--- src/rtl/if_stage.sv ---
// Instruction-fetch stage: PC register, next-PC selection (adder / branch / jump),
// IF/ID pipeline register with stall and flush, plus fetch and stall counters.
module if_stage #(
   parameter logic [31:0] RESET_PC  = 32'h0000_0000,
   parameter logic [31:0] NOP_INSTR = 32'h0000_0000
) (
   input  logic        clk,
   input  logic        rst_n,
   input  logic        stall,
   input  logic        branch_taken,
   input  logic [31:0] branch_target,
   input  logic        jump,
   input  logic [31:0] jump_target,
   input  logic [31:0] pc_plus4_in,
   input  logic [31:0] instr_in,
   output logic [31:0] pc_out,
   output logic [31:0] ifid_pc4,
   output logic [31:0] ifid_instr,
   output logic        ifid_valid,
   output logic        misalign,
   output logic [31:0] fetch_cnt,
   output logic [31:0] stall_cnt
);

   logic        redirect;
   logic [31:0] redirect_target;

   // A jump outranks a simultaneous taken branch.
   always_comb begin
      redirect        = jump | branch_taken;
      redirect_target = jump ? jump_target : branch_target;
   end

   always_ff @(posedge clk) begin
      if (!rst_n) begin
         pc_out     <= RESET_PC;
         ifid_pc4   <= 32'h0;
         ifid_instr <= NOP_INSTR;
         ifid_valid <= 1'b0;
         misalign   <= 1'b0;
         fetch_cnt  <= 32'h0;
         stall_cnt  <= 32'h0;
      end else if (stall) begin
         // Redirects are dropped here; the hazard unit re-presents them afterwards.
         stall_cnt <= stall_cnt + 32'd1;
      end else if (redirect) begin
         pc_out     <= {redirect_target[31:2], 2'b00};
         ifid_pc4   <= 32'h0;
         ifid_instr <= NOP_INSTR;
         ifid_valid <= 1'b0;
         if (redirect_target[1:0] != 2'b00) begin
            misalign <= 1'b1;
         end
      end else begin
         pc_out     <= pc_plus4_in;
         ifid_pc4   <= pc_plus4_in;
         ifid_instr <= instr_in;
         ifid_valid <= 1'b1;
         fetch_cnt  <= fetch_cnt + 32'd1;
      end
   end

endmodule
--- config.mk ---
export PLATFORM = sky130hd
export DESIGN_NAME = if_stage
export DESIGN_NICKNAME = d
export VERILOG_FILES = /design/src/rtl/if_stage.sv
export SDC_FILE = /design/constraint.sdc
export NUM_CORES = 1
export LEC_CHECK = 0
export BUFFER_PORTS_ARGS = -buffer_cell sky130_fd_sc_hd__buf_2
export CORE_ASPECT_RATIO = 1.4
export CORE_MARGIN = 3
export CORE_UTILIZATION = 51
export CTS_CLUSTER_SIZE = 28
export DETAILED_ROUTE_END_ITERATION = 16
export PLACE_DENSITY = 0.86
export SYNTH_ARGS = -nofsm -noshare
export SYNTH_HDL_FRONTEND = slang
export SYNTH_SLANG_ARGS = --single-unit
--- constraint.sdc ---
create_clock -name clk -period 2.85 [get_ports clk]
set_input_delay 0.1425 -clock clk [delete_from_list [all_inputs] [get_ports clk]]
set_output_delay 0.1425 -clock clk [all_outputs]
set_load 0.01 [all_outputs]
After elaboration in Yosys (flattened, before gate mapping)
Index checks and enable logic that the tools add are counted.
{"block": "classes", "add_sub_neg": 2, "mux": 5, "bitwise_logic": 3, "n_reduce_logical": 3}
{"operator": "$mux W32", "n": 4}
{"operator": "$add A32 B1 Y32 const B", "n": 2}
{"operator": "$reduce_and A3 Y1", "n": 1}
{"operator": "$not A1 Y1", "n": 2}
{"operator": "$reduce_and A2 Y1", "n": 1}
{"operator": "$reduce_bool A2 Y1", "n": 1}
{"operator": "$mux W1", "n": 1}
{"operator": "$or A1 B1 Y1", "n": 1}
{"block": "totals", "reg_bits": 162, "inputBits": 133, "out_inout_bits": 162, "elab_cells": 20}

Logic depth before layout (Yosys ltp)
Gate-level depths: netlist of the first run.
{"block": "logic_depth", "depth_word": 3, "depth_mapped": 7, "depth_no_buf": 5}

Worst setup path after synthesis of the first run
OpenSTA, ideal clock, no wires.
{"block": "synth_timing", "kind": "flip-flop to flip-flop", "startpoint": "register stall_cnt[9]", "endpoint": "register stall_cnt[20]", "setup_time_ns": 0.070, "arrival_time_ns": 1.882, "required_ns": 2.780, "slack_ns": 0.898, "stages_incl_launch_ff": 6, "path_buffers": 1, "period_less_slack_ns": 1.952, "path_cell_list": "dfxtp_1 > nand4_1 > or4_1 > buf_2 > or4_1 > a21oi_1"}
{"block": "synth_between", "elab_chain_len": 1}
{"element": "start: declaration", "line_no": "22", "rtl": "output logic [31:0] stall_cnt"}
{"element": "start signal: assignment", "line_no": "45", "rtl": "stall_cnt <= stall_cnt + 32'd1;"}
{"element": "$add A32 B1 Y32", "line_no": "45"}
No other way between the ends.
A chain may end at the register's enable or synchronous reset.

Worst setup path after layout of the first run
{"block": "layout_timing", "startpoint": "register stall_cnt[3]", "endpoint": "register stall_cnt[24]"}
Same word-level chain as after synthesis.

==> metrics.csv, run 1 <==
metric,value,unit
status,completed,
sequential area share after synthesis,48.89,%
LEAKAGE,0.004020,uW
clk_lat worst skew,0.41,ns
vias in the first global route,7051,
1st-pass router iterations,7,
largest net degree at the start of global routing,108,
synth top area cells,"dfxtp_1, nand2_1, a21oi_1",
Synth Area in Simple Gates,22.48,%
synthesized netlist net count,906,
CTS H-Tree Depth,4,
Post-synth EDFFs,0,
DRT antenna net count,0,
# setup viols final,0,
Crit Path Max Fanout,16,
Area Growth Syn to Fin,41.46,%
DRC,0,
Die ar.,14260,sq um
Final GP Congestion,0.8546,
initial antenna violation count,1,
WL final,21.87,mm
"non-filler cells, final",1255,
Tmin final,2.262,ns
syn avg cell area,8.497,sq um
ys async rst share,0,%
GRT Util Overall,30.52,%
Worst setup SP type,flop,
Rel. slew slack,28.89,%
Logic pwr share,9.3,%
post-synthesis xor/xnor area fraction,2.807,%
crit path DAT,2.60,ns
Max clock buf depth,2,
layout net count,1224,
share of cells above drive strength 1,31.22,%
Detail Placement HPWL,14.18,mm
core area,12430,sq um
Wirelength per Cell,17.43,um
area of the multi-input gates,3067,sq um
Flop pwr share,44.7,%
Synth Area in Compound Gates,20.26,%
DRT iter0 DRCs,328,
NetSw,1264,uW
yosys warns,0,
Synth top area share,48.89,%
CP Capture Type,flop,
final hold vios,0,
final global-route overflow total,0,
dominant synthesized flop cell,dfxtp_1,
RSZ-0062 raised after global routing,false,
Clock power frac,45.9,%
Ports,295,
fin util,74.55,%
adder-cell share of the synthesized area,0.3820,%
power per cell area,560.9,nW/um^2
number of port buffers,294,
Synth Instances,771,
clock sinks,160,
Die X,101.8,um
"worst slack, placed",0.6458,ns
Vias/cell,5.786,
synthesized area,6551,sq um
leading area contributor after synthesis,dfxtp_1,
CTS tree,done,
mux cell area share after synthesis,0.7639,%
Pint,3935,uW
clock slew at reported path FFs,0.06,ns
Fillers,906,
"Slew Viols, Final",0,
via count,7261,
Setup TNS Final,0,ns
clk_skew,0.009653,ns
critical path class,reg2reg,
Tcrit/Tclk final,79.38,%
switching part of the total,24.31,%
post-route setup slack,0.5876,ns
first-pass GRT wire length,34.72,mm
fmax,442.0,MHz
TritonCTS Buffers,17,
peak supply drop,0.0004595,V
DIE HEIGHT,140.1,um
"Distinct cells, synth",37,
max cap viols,0,
largest family of logic cells by synthesized area,simple AND/OR/NAND/NOR gates,
placed insts,1164,
Slew @ Worst Pin,1.066,ns
Seq cells post-synth,160,
WP data required,3.19,ns
starting density of the core,52.70,%
Reg area,3203,sq um
HP Class,in2reg,
clk root buf,clkbuf_16,
FP Rows,48,
-- metal layers --
layer,GRT usage (%),wire length (um),vias to the layer above
met2,51.21,10930,382
met4,18.77,1346,0
met5,0,0,-
met3,7.474,1611,101
li1,-,-,3430
met1,34.11,7989,3348
-- final cells by class --
type                       instances  share of cell area [%]
sequential                       160                   34.56
multi-input combinational        541                   33.09
timing repair buffer             359                   23.09
clock buffer                      17                   4.590
clock inverter                    15                   2.133
tap                              150                   2.025
inverter                          10                  0.4320
antenna                            3                 0.08100
-- cells in the mapped netlist, types with 3 or more instances --
cell type and instances:
xnor2_1 11, nand3_1 17, o31ai_1 24, and3_1 5, inv_1 10, nand4_1 18
dfxtp_1 160, or3_1 12, clkbuf_1 47, a21oi_1 70, buf_2 3, o21ai_0 15
nand2_1 142, a31oi_1 30, xor2_1 10, nor4_1 8, or4_1 26, mux2i_1 5
and4_1 6, a22oi_1 34, nor2_1 60, buf_1 6, nor3_1 4, a22o_1 30
-- timing repair --
action,in CTS,in global routing
setup buffers,0,0
hold buffers,55,1
gates resized for setup,0,0
endpoints found under the hold margin,61,1
-- kinds of logic after synthesis --
logic type / after synthesis
AO/OA/AOI/OAI: 205
buffers and inverters: 70
XOR/XNOR: 21
adder cells (fa/ha/maj): 2
multiplexers: 5
AND/OR/NAND/NOR: 308
flip-flops: 160
-- registers in the layout (all words and copies together) (netlist names) --
| register | count |
|---|---|
| ifid_pc4 | 30 |
| fetch_cnt | 32 |
| ifid_instr | 32 |
| ifid_valid | 1 |
| pc_out | 32 |
| stall_cnt | 32 |
| misalign | 1 |
-- power by group through the flow --
stage          clock (uW)  sequential, uW  combinational [uW]
3_5_place_dp            0            2370                 413
6_report             2390            2330                 485
2_1_floorplan           0            2400                 183
3_3_place_gp            0            2370                 407
5_1_grt              2520            2330                 527
4_1_cts              2420            2320                 475
-- metrics by stage --
step	cell area [sq um]	hold slack (ns)	total power (uW)
after detailed placement	8077	0.3813	2785
after global placement	8077	0.3712	2779
after global routing	9263	0.02080	5375
final	9268	0.01795	5198
after floorplan	6551	0.2603	2580
after CTS	9250	0.0007864	5216
-- placed cells by master (no fill, tap or decap), drive strengths merged, types with 11 or more instances in the layout --
cell,synthesis,routed
nand3,18,18
inv,10,17
buf,13,303
or4,26,26
a22o,30,30
or3,14,14
xnor2,11,11
nor2,60,60
a31oi,30,30
clkbuf,47,17
o31ai,24,24
nand4,19,19
o21ai,15,15
nand2,142,142
dlygate4sd3,0,56
a22oi,34,34
dfxtp,160,160
a21oi,70,70
-- final timing paths --
kind,endpoint,slack (ns),start,cells past startpoint
max,stall_cnt[24],0.59,stall_cnt[3],4
min,ifid_pc4[29],0.02,pc_plus4_in[29],3
max reg2reg,stall_cnt[24],0.59,stall_cnt[3],4
min reg2reg,misalign,0.46,misalign,2
-- worst max-delay path: stages (launching register included) --
cell	delay [ns]
dfxtp_1	0.45
nand4_2	0.23
or4_1	0.76
or4_1	0.59
a21oi_1	0.16
No activity file was read; power rests on OpenSTA's default activity.
==> run 2, diff against run 1 <==
--- a/config.mk
+++ b/config.mk
@@ -5,13 +5,14 @@
 export SDC_FILE = /design/constraint.sdc
 export NUM_CORES = 1
 export LEC_CHECK = 0
+export ABC_AREA = 1
 export BUFFER_PORTS_ARGS = -buffer_cell sky130_fd_sc_hd__buf_2
 export CORE_ASPECT_RATIO = 1.4
 export CORE_MARGIN = 3
-export CORE_UTILIZATION = 51
+export CORE_UTILIZATION = 49
 export CTS_CLUSTER_SIZE = 28
 export DETAILED_ROUTE_END_ITERATION = 16
-export PLACE_DENSITY = 0.86
+export PLACE_DENSITY = 0.81
 export SYNTH_ARGS = -nofsm -noshare
 export SYNTH_HDL_FRONTEND = slang
 export SYNTH_SLANG_ARGS = --single-unit
==> constraint.sdc (replaced) <==
create_clock -name clk -period 2.1 [get_ports clk]
set_input_delay 0.105 -clock clk [delete_from_list [all_inputs] [get_ports clk]]
set_output_delay 0.105 -clock clk [all_outputs]
set_load 0.01 [all_outputs]
==> metrics.csv, run 2 <==
metric,value,unit
dominant synthesized flop cell,dfxtp_1,
WP data required,2.41,ns
Seq cells post-synth,160,
most crowded layer after global routing,met2,
starting density of the core,50.82,%
share of cells above drive strength 1,25.72,%
via count,8377,
max cap viols,0,
clock sinks,160,
syn avg cell area,6.760,sq um
Die ar.,16200,sq um
Logic pwr share,9.6,%
WL final,25.16,mm
DRT iter0 DRCs,441,
1st-pass router iterations,5,
core area,14170,sq um
WP depth,7,
clk_lat worst skew,0.43,ns
worst path bufs/invs,0,
final global-route overflow total,0,
Finished Cell Area,10030,sq um
RR Startpoint,stall_cnt[0],
most frequent cells in the layout,"nand2_1, buf_2, dfxtp_1",
clk root buf,clkbuf_16,
synthesized netlist net count,1200,
"Slew Viols, Final",0,
"count leader, synth",nand2_1,
CP peak stage delay,0.43,ns
switching part of the total,24.49,%
met2 Use GR,52.78,%
TritonCTS Buffers,17,
Commonest cells post-synth,"nand2_1, dfxtp_1, nor2_1, a21oi_1, inv_1",
CP endpoint,stall_cnt[16],
CP Capture Type,flop,
DRT antenna net count,0,
Wirelength per Cell,15.71,um
"delay-heaviest family, CP",simple AND/OR/NAND/NOR gates,
post-route setup slack,0.5047,ns
Worst setup SP type,flop,
R2R depth,7,
crit path DAT,1.91,ns
placed instance area,8753,sq um
CTS tree,done,
Fillers,1179,
first-pass GRT wire length,38.85,mm
"Distinct cells, synth",32,
sequential area share after synthesis,44.49,%
Slew @ Worst Pin,0.7490,ns
DIE HEIGHT,149.4,um
ys async rst share,0,%
final hold vios,0,
routing usage on met3,8.934,%
power per cell area,721.5,nW/um^2
peak supply drop,0.0004896,V
leading area contributor after synthesis,dfxtp_1,
Clock power frac,46.7,%
critical path class,reg2reg,
Synth top area share,44.49,%
Die X,108.4,um
GRT Util Overall,30.42,%
clock slew at reported path FFs,0.07,ns
CP Cell Sequence,"ha_1, nand3_1, nor2_1, nor3b_1, nand3_1, nand2_1, nor2_1",
largest net degree at the start of global routing,74,
number of port buffers,294,
fmax,626.8,MHz
Ports,295,
Tcrit/Tclk final,75.97,%
R2R setup slack,0.50,ns
RSZ-0062 raised after global routing,false,
Setup TNS Final,0,ns
CTS H-Tree Depth,4,
DRC,0,
Pint,5465,uW
FP Rows,51,
vias in the first global route,8077,
HP Class,in2reg,
post-cts resize count,0,
NetSw,1772,uW
Detail Placement HPWL,17.25,mm
# setup viols final,0,
Synth Instances,1065,
Vias/cell,5.229,
Area Growth Syn to Fin,39.31,%
layout net count,1537,
hold slack,0.004553,ns
clk_skew,0.009785,ns
synthesized area,7199,sq um
Crit Path Max Fanout,6,
CP startpoint,stall_cnt[0],
Final GP Congestion,0.9279,
Flop pwr share,43.7,%
"worst slack, placed",0.3505,ns
status,completed,
Rel. slew slack,50.07,%
Max clock buf depth,2,
Critical-path top delay cell,dfxtp_1,
Tmin final,1.595,ns
initial antenna violation count,1,
"leading cell type in the layout, fill and taps excluded",nand2_1,
synth top area cells,"dfxtp_1, nand2_1, a21oi_1",
LEAKAGE,0.004668,uW
met1 Use GR,32.65,%
Post-synth EDFFs,0,
RR Endpoint,stall_cnt[16],
yosys warns,0,
==> run 2: changes by cell type after synthesis, sizes merged, moves of 22 or more <==
cell    previous run  this run
or4               26         0
nor2              60       137
clkbuf            47        22
inv               10        67
nand3             18        50
a22oi             34         0
a21oi             70        92
o31ai             24         0
nand2            142       417
a22o              30         0
==> run 2: area by class of cell <==
cell class	count	area (sq um)	area share, %
Sequential cell	160	3203	31.94
Inverter	67	255.2	2.545
Antenna cell	2	5.005	0.04990
Tap cell	185	231.5	2.308
Clock buffer	18	439.2	4.379
Timing Repair Buffer	365	2177	21.71
Multi-Input combinational cell	791	3517	35.07
Clock inverter	14	201.4	2.008
==> run 2: cells by family (layout without fill, tap and decap cells) <==
logic type      count (synthesis)  after routing  share of synthesized area [%]
xor+xnor                       13             13                          1.582
other cells                     0              2                              0
simple gates                  634            634                          36.43
buf+inv                       114            464                          6.656
fa+ha+maj                       2              2                         0.3475
flops                         160            160                          44.49
compound gates                142            142                          10.50
==> run 2: through the flow <==
| stage | instances | util, % | total power, uW |
|---|---|---|---|
| 2_1_floorplan | 1065 | - | 3522 |
| 3_3_place_gp | 1505 | 61.79 | 3800 |
| 3_5_place_dp | 1505 | 61.79 | 3807 |
| 4_1_cts | 1600 | 70.76 | 7254 |
| 5_1_grt | 1601 | 70.78 | 7452 |
| 6_report | 1602 | 70.80 | 7237 |
==> run 2: power by group through the flow <==
stage | registers, uW | logic, uW | clock network [uW]
after floorplan | 3260 | 266 | 0
after global placement | 3220 | 579 | 0
after detailed placement | 3220 | 584 | 0
after CTS | 3160 | 678 | 3420
after global routing | 3170 | 753 | 3530
final | 3160 | 693 | 3380
==> run 2: metal layers <==
metal / share of wire (%) / vias to the layer above
met2: 50 / 390
met1: 36 / 3820
met5: 0 / -
met4: 5.2 / 0
met3: 8.5 / 98
li1: - / 4069
==> run 2: worst reg2reg max path: stages, from the launching register on <==
cell     delay [ns]
dfxtp_1        0.43
ha_1           0.23
nand3_1        0.14
nor2_1         0.14
nor3b_1        0.30
nand3_1        0.11
nand2_1        0.08
nor2_1         0.04
==> run 2: how the worst min path moves through the flow <==
stage,from,to,cells past startpoint
after floorplan,instr_in[24],ifid_instr[24],2
after CTS,branch_target[19],pc_out[19],5
after global placement,instr_in[14],ifid_instr[14],3
final,pc_plus4_in[2],ifid_pc4[2],3
after global routing,pc_plus4_in[2],ifid_pc4[2],3
after detailed placement,instr_in[9],ifid_instr[9],3
==> run 2: timing repair <==
action | in CTS | in global routing
endpoints found under the setup margin | 0 | 0
buffers inserted | 0 | 0
hold buffers | 63 | 0
hold endpoints to repair | 87 | 0
